[config.mk]
export PLATFORM = sky130hd
export DESIGN_NAME = memory_access_flat
export DESIGN_NICKNAME = d
export VERILOG_FILES = /design/src/rtl/memory_access_if.sv /design/src/rtl/memory_access.sv /design/src/flat_wrapper.sv
export SDC_FILE = /design/constraint.sdc
export NUM_CORES = 1
export LEC_CHECK = 0
export ABC_AREA = 1
export BUFFER_PORTS_ARGS = -buffer_cell sky130_fd_sc_hd__buf_2
export CAP_MARGIN = 15
export CORE_AREA = 2 2 134 136
export CTS_CLUSTER_DIAMETER = 80
export DETAILED_ROUTE_END_ITERATION = 10
export DIE_AREA = 0 0 136 138
export PLACE_DENSITY = 0.92
export REMOVE_ABC_BUFFERS = 1
export SYNTH_ARGS = -nofsm -noshare
export SYNTH_HDL_FRONTEND = slang
export SYNTH_SLANG_ARGS = --single-unit
[constraint.sdc]
create_clock -name clk -period 5 [get_ports clk]
set_input_delay 0.25 -clock clk [delete_from_list [all_inputs] [get_ports clk]]
set_output_delay 0.25 -clock clk [all_outputs]
set_load 0.1 [all_outputs]
[src/rtl/memory_access_if.sv]
// Load/store stage signal bundle: execute request, processor memory bus and
// register write port toward write_back.
interface memory_access_if #(
  parameter int IDX_W = 6
);
  // execute -> memory_access request
  logic             in_valid;
  logic             in_ready;
  logic             in_load;
  logic             in_byte;
  logic             in_pre;
  logic             in_up;
  logic             in_wback;
  logic [31:0]      in_base;
  logic [31:0]      in_offset;
  logic [31:0]      in_sdata;
  logic [IDX_W-1:0] in_rd;
  logic [IDX_W-1:0] in_rn;
  // processor memory bus
  logic [31:0]      addr;
  logic [31:0]      wdata;
  logic [31:0]      rdata;
  logic             abort;
  logic             write;
  logic             size;
  logic [1:0]       trans;
  // register write toward write_back
  logic             wb_valid;
  logic [IDX_W-1:0] wb_idx;
  logic [31:0]      wb_data;
  logic             abort_o;

  // master: the load/store stage (bus master, request consumer)
  modport master (
    input  in_valid, in_load, in_byte, in_pre, in_up, in_wback,
    input  in_base, in_offset, in_sdata, in_rd, in_rn,
    input  rdata, abort,
    output in_ready, addr, wdata, write, size, trans,
    output wb_valid, wb_idx, wb_data, abort_o
  );

  // slave: the environment (execute stage, memory, write_back)
  modport slave (
    output in_valid, in_load, in_byte, in_pre, in_up, in_wback,
    output in_base, in_offset, in_sdata, in_rd, in_rn,
    output rdata, abort,
    input  in_ready, addr, wdata, write, size, trans,
    input  wb_valid, wb_idx, wb_data, abort_o
  );
endinterface

[src/rtl/memory_access.sv]
// Load/store stage: runs one LDR/STR(B) per accepted request on the memory bus
// and emits load data and base writeback as single-cycle register writes.
module memory_access #(
  parameter int IDX_W = 6
) (
  input  logic            clk,
  input  logic            n_reset,
  memory_access_if.master bus
);

  typedef enum logic [1:0] {
    S_IDLE = 2'd0,
    S_ADDR = 2'd1,
    S_DATA = 2'd2,
    S_BASE = 2'd3
  } state_t;

  state_t           r_state;
  state_t           w_state_next;

  // request captured at accept
  logic             r_load;
  logic             r_byte;
  logic             r_wback;      // base writeback needed (explicit wback or post-index)
  logic [31:0]      r_upd;
  logic [31:0]      r_addr;
  logic [31:0]      r_wdata;
  logic [IDX_W-1:0] r_rd;
  logic [IDX_W-1:0] r_rn;

  // registered results
  logic             r_wb_valid;
  logic [IDX_W-1:0] r_wb_idx;
  logic [31:0]      r_wb_data;
  logic             r_abort_o;

  logic [31:0]      w_upd;
  logic [31:0]      w_sdata_rep;
  logic [7:0]       w_lane;
  logic [31:0]      w_load_data;
  logic             w_in_ready;
  logic [1:0]       w_trans;
  logic             w_write;
  logic             w_size;

  // Updated base address, wraps modulo 2^32
  always_comb begin
    w_upd = bus.in_up ? (bus.in_base + bus.in_offset) : (bus.in_base - bus.in_offset);
  end

  // Byte stores put the low store byte on every lane so any lane select works
  generate
    for (genvar gi = 0; gi < 4; gi++) begin : g_lane
      assign w_sdata_rep[8*gi +: 8] = bus.in_sdata[7:0];
    end
  endgenerate

  // Little-endian byte lane pick and zero-extension for byte loads
  always_comb begin
    w_lane = bus.rdata[7:0];
    case (r_addr[1:0])
      2'd0: w_lane = bus.rdata[7:0];
      2'd1: w_lane = bus.rdata[15:8];
      2'd2: w_lane = bus.rdata[23:16];
      2'd3: w_lane = bus.rdata[31:24];
      default: w_lane = bus.rdata[7:0];
    endcase
    w_load_data = r_byte ? {24'h000000, w_lane} : bus.rdata;
  end

  // State register
  always_ff @(posedge clk) begin
    if (!n_reset) begin
      r_state <= S_IDLE;
    end else begin
      r_state <= w_state_next;
    end
  end

  // Next state and bus control decoded from state
  always_comb begin
    w_state_next = r_state;
    w_in_ready   = 1'b0;
    w_trans      = 2'b00;
    w_write      = 1'b0;
    w_size       = 1'b0;
    case (r_state)
      S_IDLE: begin
        w_in_ready = 1'b1;
        if (bus.in_valid) w_state_next = S_ADDR;
      end
      S_ADDR: begin
        w_trans      = 2'b10;
        w_write      = ~r_load;
        w_size       = ~r_byte;
        w_state_next = S_DATA;
      end
      S_DATA: begin
        if (bus.abort)              w_state_next = S_IDLE;
        else if (r_load && r_wback) w_state_next = S_BASE;
        else                        w_state_next = S_IDLE;
      end
      S_BASE: begin
        w_state_next = S_IDLE;
      end
      default: w_state_next = S_IDLE;
    endcase
  end

  // Request capture and register-write generation (one write per cycle at most)
  always_ff @(posedge clk) begin
    if (!n_reset) begin
      r_load     <= 1'b0;
      r_byte     <= 1'b0;
      r_wback    <= 1'b0;
      r_upd      <= 32'h0;
      r_addr     <= 32'h0;
      r_wdata    <= 32'h0;
      r_rd       <= '0;
      r_rn       <= '0;
      r_wb_valid <= 1'b0;
      r_wb_idx   <= '0;
      r_wb_data  <= 32'h0;
      r_abort_o  <= 1'b0;
    end else begin
      r_wb_valid <= 1'b0;
      r_abort_o  <= 1'b0;
      case (r_state)
        S_IDLE: begin
          if (bus.in_valid) begin
            r_load  <= bus.in_load;
            r_byte  <= bus.in_byte;
            r_wback <= bus.in_wback | ~bus.in_pre;
            r_upd   <= w_upd;
            r_addr  <= bus.in_pre ? w_upd : bus.in_base;
            r_wdata <= bus.in_byte ? w_sdata_rep : bus.in_sdata;
            r_rd    <= bus.in_rd;
            r_rn    <= bus.in_rn;
          end
        end
        S_DATA: begin
          if (bus.abort) begin
            r_abort_o <= 1'b1;
          end else if (r_load) begin
            r_wb_valid <= 1'b1;
            r_wb_idx   <= r_rd;
            r_wb_data  <= w_load_data;
          end else if (r_wback) begin
            r_wb_valid <= 1'b1;
            r_wb_idx   <= r_rn;
            r_wb_data  <= r_upd;
          end
        end
        S_BASE: begin
          r_wb_valid <= 1'b1;
          r_wb_idx   <= r_rn;
          r_wb_data  <= r_upd;
        end
        default: ;
      endcase
    end
  end

  assign bus.in_ready = w_in_ready;
  assign bus.trans    = w_trans;
  assign bus.write    = w_write;
  assign bus.size     = w_size;
  assign bus.addr     = r_addr;
  assign bus.wdata    = r_wdata;
  assign bus.wb_valid = r_wb_valid;
  assign bus.wb_idx   = r_wb_idx;
  assign bus.wb_data  = r_wb_data;
  assign bus.abort_o  = r_abort_o;

endmodule

[src/flat_wrapper.sv]
// flat-port wrapper written by rule: the top's interface ports become plain ports
module memory_access_flat 
#(
  parameter int IDX_W = 6
)
  (clk, n_reset, bus_in_valid, bus_in_load, bus_in_byte, bus_in_pre, bus_in_up, bus_in_wback, bus_in_base, bus_in_offset, bus_in_sdata, bus_in_rd, bus_in_rn, bus_rdata, bus_abort, bus_in_ready, bus_addr, bus_wdata, bus_write, bus_size, bus_trans, bus_wb_valid, bus_wb_idx, bus_wb_data, bus_abort_o);
  memory_access_if #(.IDX_W(IDX_W)) bus_i ();
  input  logic clk;
  input  logic n_reset;
  input wire logic [$bits(bus_i.in_valid)-1:0] bus_in_valid;
  input wire logic [$bits(bus_i.in_load)-1:0] bus_in_load;
  input wire logic [$bits(bus_i.in_byte)-1:0] bus_in_byte;
  input wire logic [$bits(bus_i.in_pre)-1:0] bus_in_pre;
  input wire logic [$bits(bus_i.in_up)-1:0] bus_in_up;
  input wire logic [$bits(bus_i.in_wback)-1:0] bus_in_wback;
  input wire logic [$bits(bus_i.in_base)-1:0] bus_in_base;
  input wire logic [$bits(bus_i.in_offset)-1:0] bus_in_offset;
  input wire logic [$bits(bus_i.in_sdata)-1:0] bus_in_sdata;
  input wire logic [$bits(bus_i.in_rd)-1:0] bus_in_rd;
  input wire logic [$bits(bus_i.in_rn)-1:0] bus_in_rn;
  input wire logic [$bits(bus_i.rdata)-1:0] bus_rdata;
  input wire logic [$bits(bus_i.abort)-1:0] bus_abort;
  output wire logic [$bits(bus_i.in_ready)-1:0] bus_in_ready;
  output wire logic [$bits(bus_i.addr)-1:0] bus_addr;
  output wire logic [$bits(bus_i.wdata)-1:0] bus_wdata;
  output wire logic [$bits(bus_i.write)-1:0] bus_write;
  output wire logic [$bits(bus_i.size)-1:0] bus_size;
  output wire logic [$bits(bus_i.trans)-1:0] bus_trans;
  output wire logic [$bits(bus_i.wb_valid)-1:0] bus_wb_valid;
  output wire logic [$bits(bus_i.wb_idx)-1:0] bus_wb_idx;
  output wire logic [$bits(bus_i.wb_data)-1:0] bus_wb_data;
  output wire logic [$bits(bus_i.abort_o)-1:0] bus_abort_o;
  assign bus_i.in_valid = bus_in_valid;
  assign bus_i.in_load = bus_in_load;
  assign bus_i.in_byte = bus_in_byte;
  assign bus_i.in_pre = bus_in_pre;
  assign bus_i.in_up = bus_in_up;
  assign bus_i.in_wback = bus_in_wback;
  assign bus_i.in_base = bus_in_base;
  assign bus_i.in_offset = bus_in_offset;
  assign bus_i.in_sdata = bus_in_sdata;
  assign bus_i.in_rd = bus_in_rd;
  assign bus_i.in_rn = bus_in_rn;
  assign bus_i.rdata = bus_rdata;
  assign bus_i.abort = bus_abort;
  assign bus_in_ready = bus_i.in_ready;
  assign bus_addr = bus_i.addr;
  assign bus_wdata = bus_i.wdata;
  assign bus_write = bus_i.write;
  assign bus_size = bus_i.size;
  assign bus_trans = bus_i.trans;
  assign bus_wb_valid = bus_i.wb_valid;
  assign bus_wb_idx = bus_i.wb_idx;
  assign bus_wb_data = bus_i.wb_data;
  assign bus_abort_o = bus_i.abort_o;
  memory_access #(.IDX_W(IDX_W)) u_core (.clk(clk), .n_reset(n_reset), .bus(bus_i));
endmodule
### Word-level counts from Yosys, hierarchy flattened

Cells that the tools add are included.
W data, S select, Z words.

* register bits: 153
* input bits: 149

* bitwise logic cells: 4
* equal/unequal tests: 9
* reductions and logical operators: 7
* mux-type cells: 26
* add/sub/neg operators: 2

Operators by type and width (number)
* $mux W32: 7
* $pmux W32 S2: 1
* $add A32 B32 Y32: 1
* $pmux W8 S4: 1
* $sub A32 B32 Y32: 1
* $mux W6: 3
* $pmux W6 S2: 1
* $eq A2 B2 Y1 const B: 4
* $mux W2: 4
* $pmux W2 S4: 1
* $mux W1: 7
* $eq A2 B1 Y1 const B: 2
* $logic_not A2 Y1: 2
* $ne A2 B2 Y1 const B: 2
* $reduce_and A2 Y1: 2
* $ne A3 B1 Y1 const B: 1
* $not A1 Y1: 3
* $reduce_and A3 Y1: 1
* $pmux W1 S2: 1
* $reduce_bool A2 Y1: 1
* $logic_and A1 B1 Y1: 1
* $or A1 B1 Y1: 1

### Depth between registers and ports, before layout

* depth after elaboration: 6
* gate-level depth with buffers: 24
* mapped depth without buffers: 24

### Least setup slack after synthesis

Ideal clock, no wire load.

* path kind: register to output
* from: register u_core.r_state[0]
* to: output bus_size
* required time: 4.750 ns
* data arrival time: 3.222 ns
* path slack: 1.528 ns
* path buffers: 0
* cell stages (with the launch flop): 5
* cells stage by stage: dfxtp_1 inv_1 nor2_1 inv_1 nor2_1

* longest elaborated chain between the ends: 2

RTL lines
* from (decl): RTL line memory_access.sv:18 `state_t r_state;`
* from (signal assigned): RTL line memory_access.sv:76 `r_state <= w_state_next;`
* $eq A2 B1 Y1: RTL line memory_access.sv:87 `case (r_state)`
* $mux W1: RTL line memory_access.sv:87
* to (decl): RTL line flat_wrapper.sv:27 `output wire logic [$bits(bus_i.size)-1:0] bus_size;`

Every way passes these cells.

### Worst setup path after layout

* from: input bus_in_offset[0]
* to: register u_core.r_addr[26] (netlist: u_core.bus.addr[26])

* longest elaborated chain between the ends: 3
* elaborated cells between the ends (all ways): 4
* classes of those cells: add/sub: 2; mux: 2

RTL lines
* from (decl): RTL line flat_wrapper.sv:17 `input wire logic [$bits(bus_i.in_offset)-1:0] bus_in_offset;`
* $sub A32 B32 Y32 or $add A32 B32 Y32 (tied branches): RTL line memory_access.sv:48 `w_upd = bus.in_up ? (bus.in_base + bus.in_offset) : (bus.in_base - bus.in_offset);`
* $mux W32 (*): RTL line memory_access.sv:48
* $mux W32 (*): RTL line memory_access.sv:135 `r_addr <= bus.in_pre ? w_upd : bus.in_base;`
* to (signal assigned): RTL line memory_access.sv:135
* to (decl): RTL line memory_access.sv:26 `logic [31:0] r_addr;`

Every way passes the cells marked *; elsewhere a longest branch is shown, timed or not.
A chain may end at the register's enable or synchronous reset.

==> results by group <==
Clocking
  • CTS Buf Count: 17
  • CTS sink cnt: 153
  • H-Tree Depth: 4
  • Clock slew at reported path FFs: 0.07 ns
  • Setup bufs post-CTS: 0
  • CTS Root Cell: clkbuf_16
  • Clk buf depth: 2
  • Clock latency on the worst-skew pair: 0.42 ns
  • PostCTS Resize Cnt: 0
  • CTS tree: built
  • Hold_buf cts: 0

Hold path
  • HP Class: input port to register
  • Hold Path Stages: 3
  • Hold Path Sink: u_core.r_load
  • HP Start: bus_in_load

Route
  • Drc violations: 0
  • DR WL/cell: 15.7 um
  • Via count: 11,000
  • Antenna-violating nets left: 0
  • Router iterations before antenna repair: 5
  • Routed wire length: 31,700 um
  • Iter 0 DRT Violations: 872
  • Vias per cell: 5.46

Final layout
  • Final Non-Filler Cells: 2,024
  • Final core occ: 0.670
  • # fillers: 1,629
  • Commonest non-fill, non-tap cell in the layout: nand2_1
  • Area growth from synthesis to layout: 19.4%
  • Nets: 1,967
  • Finished Cell Area: 11,700 sq um
  • Commonest cells after routing, fill and taps aside: nand2_1 (365), buf_2 (256), nor2_1 (216)
  • Share of layout cells above drive strength 1: 0.190

STA
  • Max Slew Vio Count: 0
  • Final setup violation count: 0
  • Final Hold Viols: 0
  • Crit path time final: 3.00 ns
  • RSZ-0062 raised after global routing: no
  • Slew @ Worst Pin: 1.05 ns
  • Slew headroom: 0.297
  • WHS: 0.0856 ns
  • Worst Skew: 0.00952 ns
  • Final Cycle Share: 0.600
  • Fmax: 333 MHz

Outcome
  • Outcome: complete, no violations

Die
  • Row cnt: 49
  • DIE AREA: 18,800 sq um
  • Initial Utilization: 0.561
  • I/O pin count: 258
  • Core ar.: 17,500 sq um
  • Die Width: 136 um
  • Chip height: 138 um

Place
  • DP Wirelength: 23,400 um
  • Routability-driven placement congestion ratio: 0.954
  • Port-buffer cells: 256
  • Post-placement cell count: 1,988
  • Placed cell area: 11,100 sq um

Synthesis
  • Syn Area/Cell: 6.26 sq um
  • Post-synthesis cell area: 9840 sq um
  • Yosys warnings: 0
  • Ys async rst share: 0
  • EDFF count, synth: 0
  • Seq/Total Area, Yosys: 0.311
  • Post-Syn Instances: 1,571
  • Library cells used by synthesis: 40
  • Biggest area consumer among synthesized cells: dfxtp_1
  • Area share of the leading cell type in the synthesized netlist: 0.311
  • Top_reg_cell synth: dfxtp_1
  • #FFs+latches synth: 153
  • Top cells by area, synth: dfxtp_1 (31%), nand2_1 (14%), nor2_1 (8.2%)

Global routing
  • First-pass GRT wire length: 50,800 um
  • Vias in the first global route: 10,400
  • GRT Util Overall: 0.337
  • Gr ovfl total: 0
  • Largest net degree at the start of global routing: 95
  • Antenna violations before repair: 4

Power
  • Leakage: 6.11 nW
  • Cell Pwr Density: 348 nW/um^2
  • VDD IR max: 294 uV
  • Final Power: 4.09 mW

Critical path
  • Required @ worst endpoint: 5.30 ns
  • Reg2reg path depth: 5
  • Worst-path maximum fanout: 4
  • Setup CP Type: input port to register
  • Data arrival time of the critical path: 3.30 ns
  • CP Capture Type: register
  • R2R Path End: u_core.bus.wb_data[6]
  • Reg2reg setup slack: 2.58 ns
  • Startpoint type of the worst setup path: input port
  • R2R Path Start: u_core.bus.addr[0]

Run
  • Maximum Capacitance Violations: 0
-- sequential cells by signal (all words and copies together), names as in the netlist --
signal and count:
u_core.bus.abort_o 1, u_core.bus.addr 32, u_core.bus.wb_data 32, u_core.bus.wb_idx 6, u_core.bus.wb_valid 1, u_core.bus.wdata 32
u_core.r_byte 1, u_core.r_load 1, u_core.r_rd 6, u_core.r_rn 6, u_core.r_state 2, u_core.r_upd 32
u_core.r_wback 1
-- layout make-up --
| type | instances | area (sq um) | share of cell area |
|---|---|---|---|
| tap | 229 | 287 | 0.0244 |
| clock buffer | 19 | 443 | 0.0377 |
| timing repair buffer | 263 | 1330 | 0.114 |
| sequential | 153 | 3060 | 0.261 |
| antenna | 4 | 10.0 | 0.000852 |
| clock inverter | 13 | 156 | 0.0133 |
| inverter | 200 | 751 | 0.0639 |
| multi-input combinational | 1143 | 5700 | 0.486 |
-- through the flow --
stage	TNS, ns	setup WS [ns]
after global placement	0	1.62
after CTS	0	2.00
after floorplan	-36.21	-0.533
after global routing	0	1.65
after detailed placement	0	1.57
final	0	2.00
-- cells in the mapped netlist (all sizes together) (2+ instances only) --
master	instances
and3	2
a31oi	10
xnor2	14
a21oi	156
inv	197
ha	39
nor2	227
nand4	17
nor3	29
clkbuf	47
nand3	94
nand2	379
o21ai	103
o211ai	31
dfxtp	153
clkinv	3
and2	3
nor4	3
buf	28
xor2	29
-- worst max-delay path, cell delays in order --
cell     delay [ns]
buf_2          0.11
inv_1          0.07
ha_1           0.21
nand4_2        0.15
nor3_2         0.22
nand2_2        0.12
nor2_2         0.15
nand2_2        0.08
nor2_2         0.10
nand2_1        0.06
nand2_1        0.07
xnor2_1        0.16
ha_1           0.36
nand2_1        0.13
nor2_1         0.22
and3_1         0.25
nand3_1        0.19
nand3_1        0.16
nand3_1        0.09
nand2_1        0.09
a21oi_1        0.06
-- report_power, final --
| group | switching [mW] | internal (mW) |
|---|---|---|
| Sequential | 0.0616 | 1.31 |
| Clock | 0.567 | 0.765 |
| Combinational | 1.03 | 0.354 |
| Total | 1.66 | 2.43 |
-- kinds of logic after synthesis --
group / Yosys count / share of synthesized area
simple gates: 754 / 0.320
compound gates: 305 / 0.168
buf+inv: 275 / 0.110
flops: 153 / 0.311
xor+xnor: 43 / 0.0383
fa+ha+maj: 40 / 0.0516
other cells: 1 / 0.000381
-- how the worst max path moves through the flow --
stage	from	end
2_1_floorplan	u_core.r_state[1]	u_core.r_upd[14]
3_3_place_gp	bus_in_offset[0]	u_core.bus.addr[26]
3_5_place_dp	bus_in_offset[0]	u_core.bus.addr[26]
4_1_cts	bus_in_offset[0]	u_core.bus.addr[26]
5_1_grt	bus_in_offset[0]	u_core.r_upd[26]
6_report	bus_in_offset[0]	u_core.bus.addr[26]
-- per-layer routing --
metal	part of all wire	wire, um	vias to the layer above	GRT usage
met3	0.076	2420	101	0.0462
met1	0.41	13000	4994	0.435
met5	0	0	-	0
li1	-	-	5465	-
met4	0.047	1510	0	0.156
met2	0.47	14800	489	0.553
Note: power is estimated with default switching activity, not from simulation.
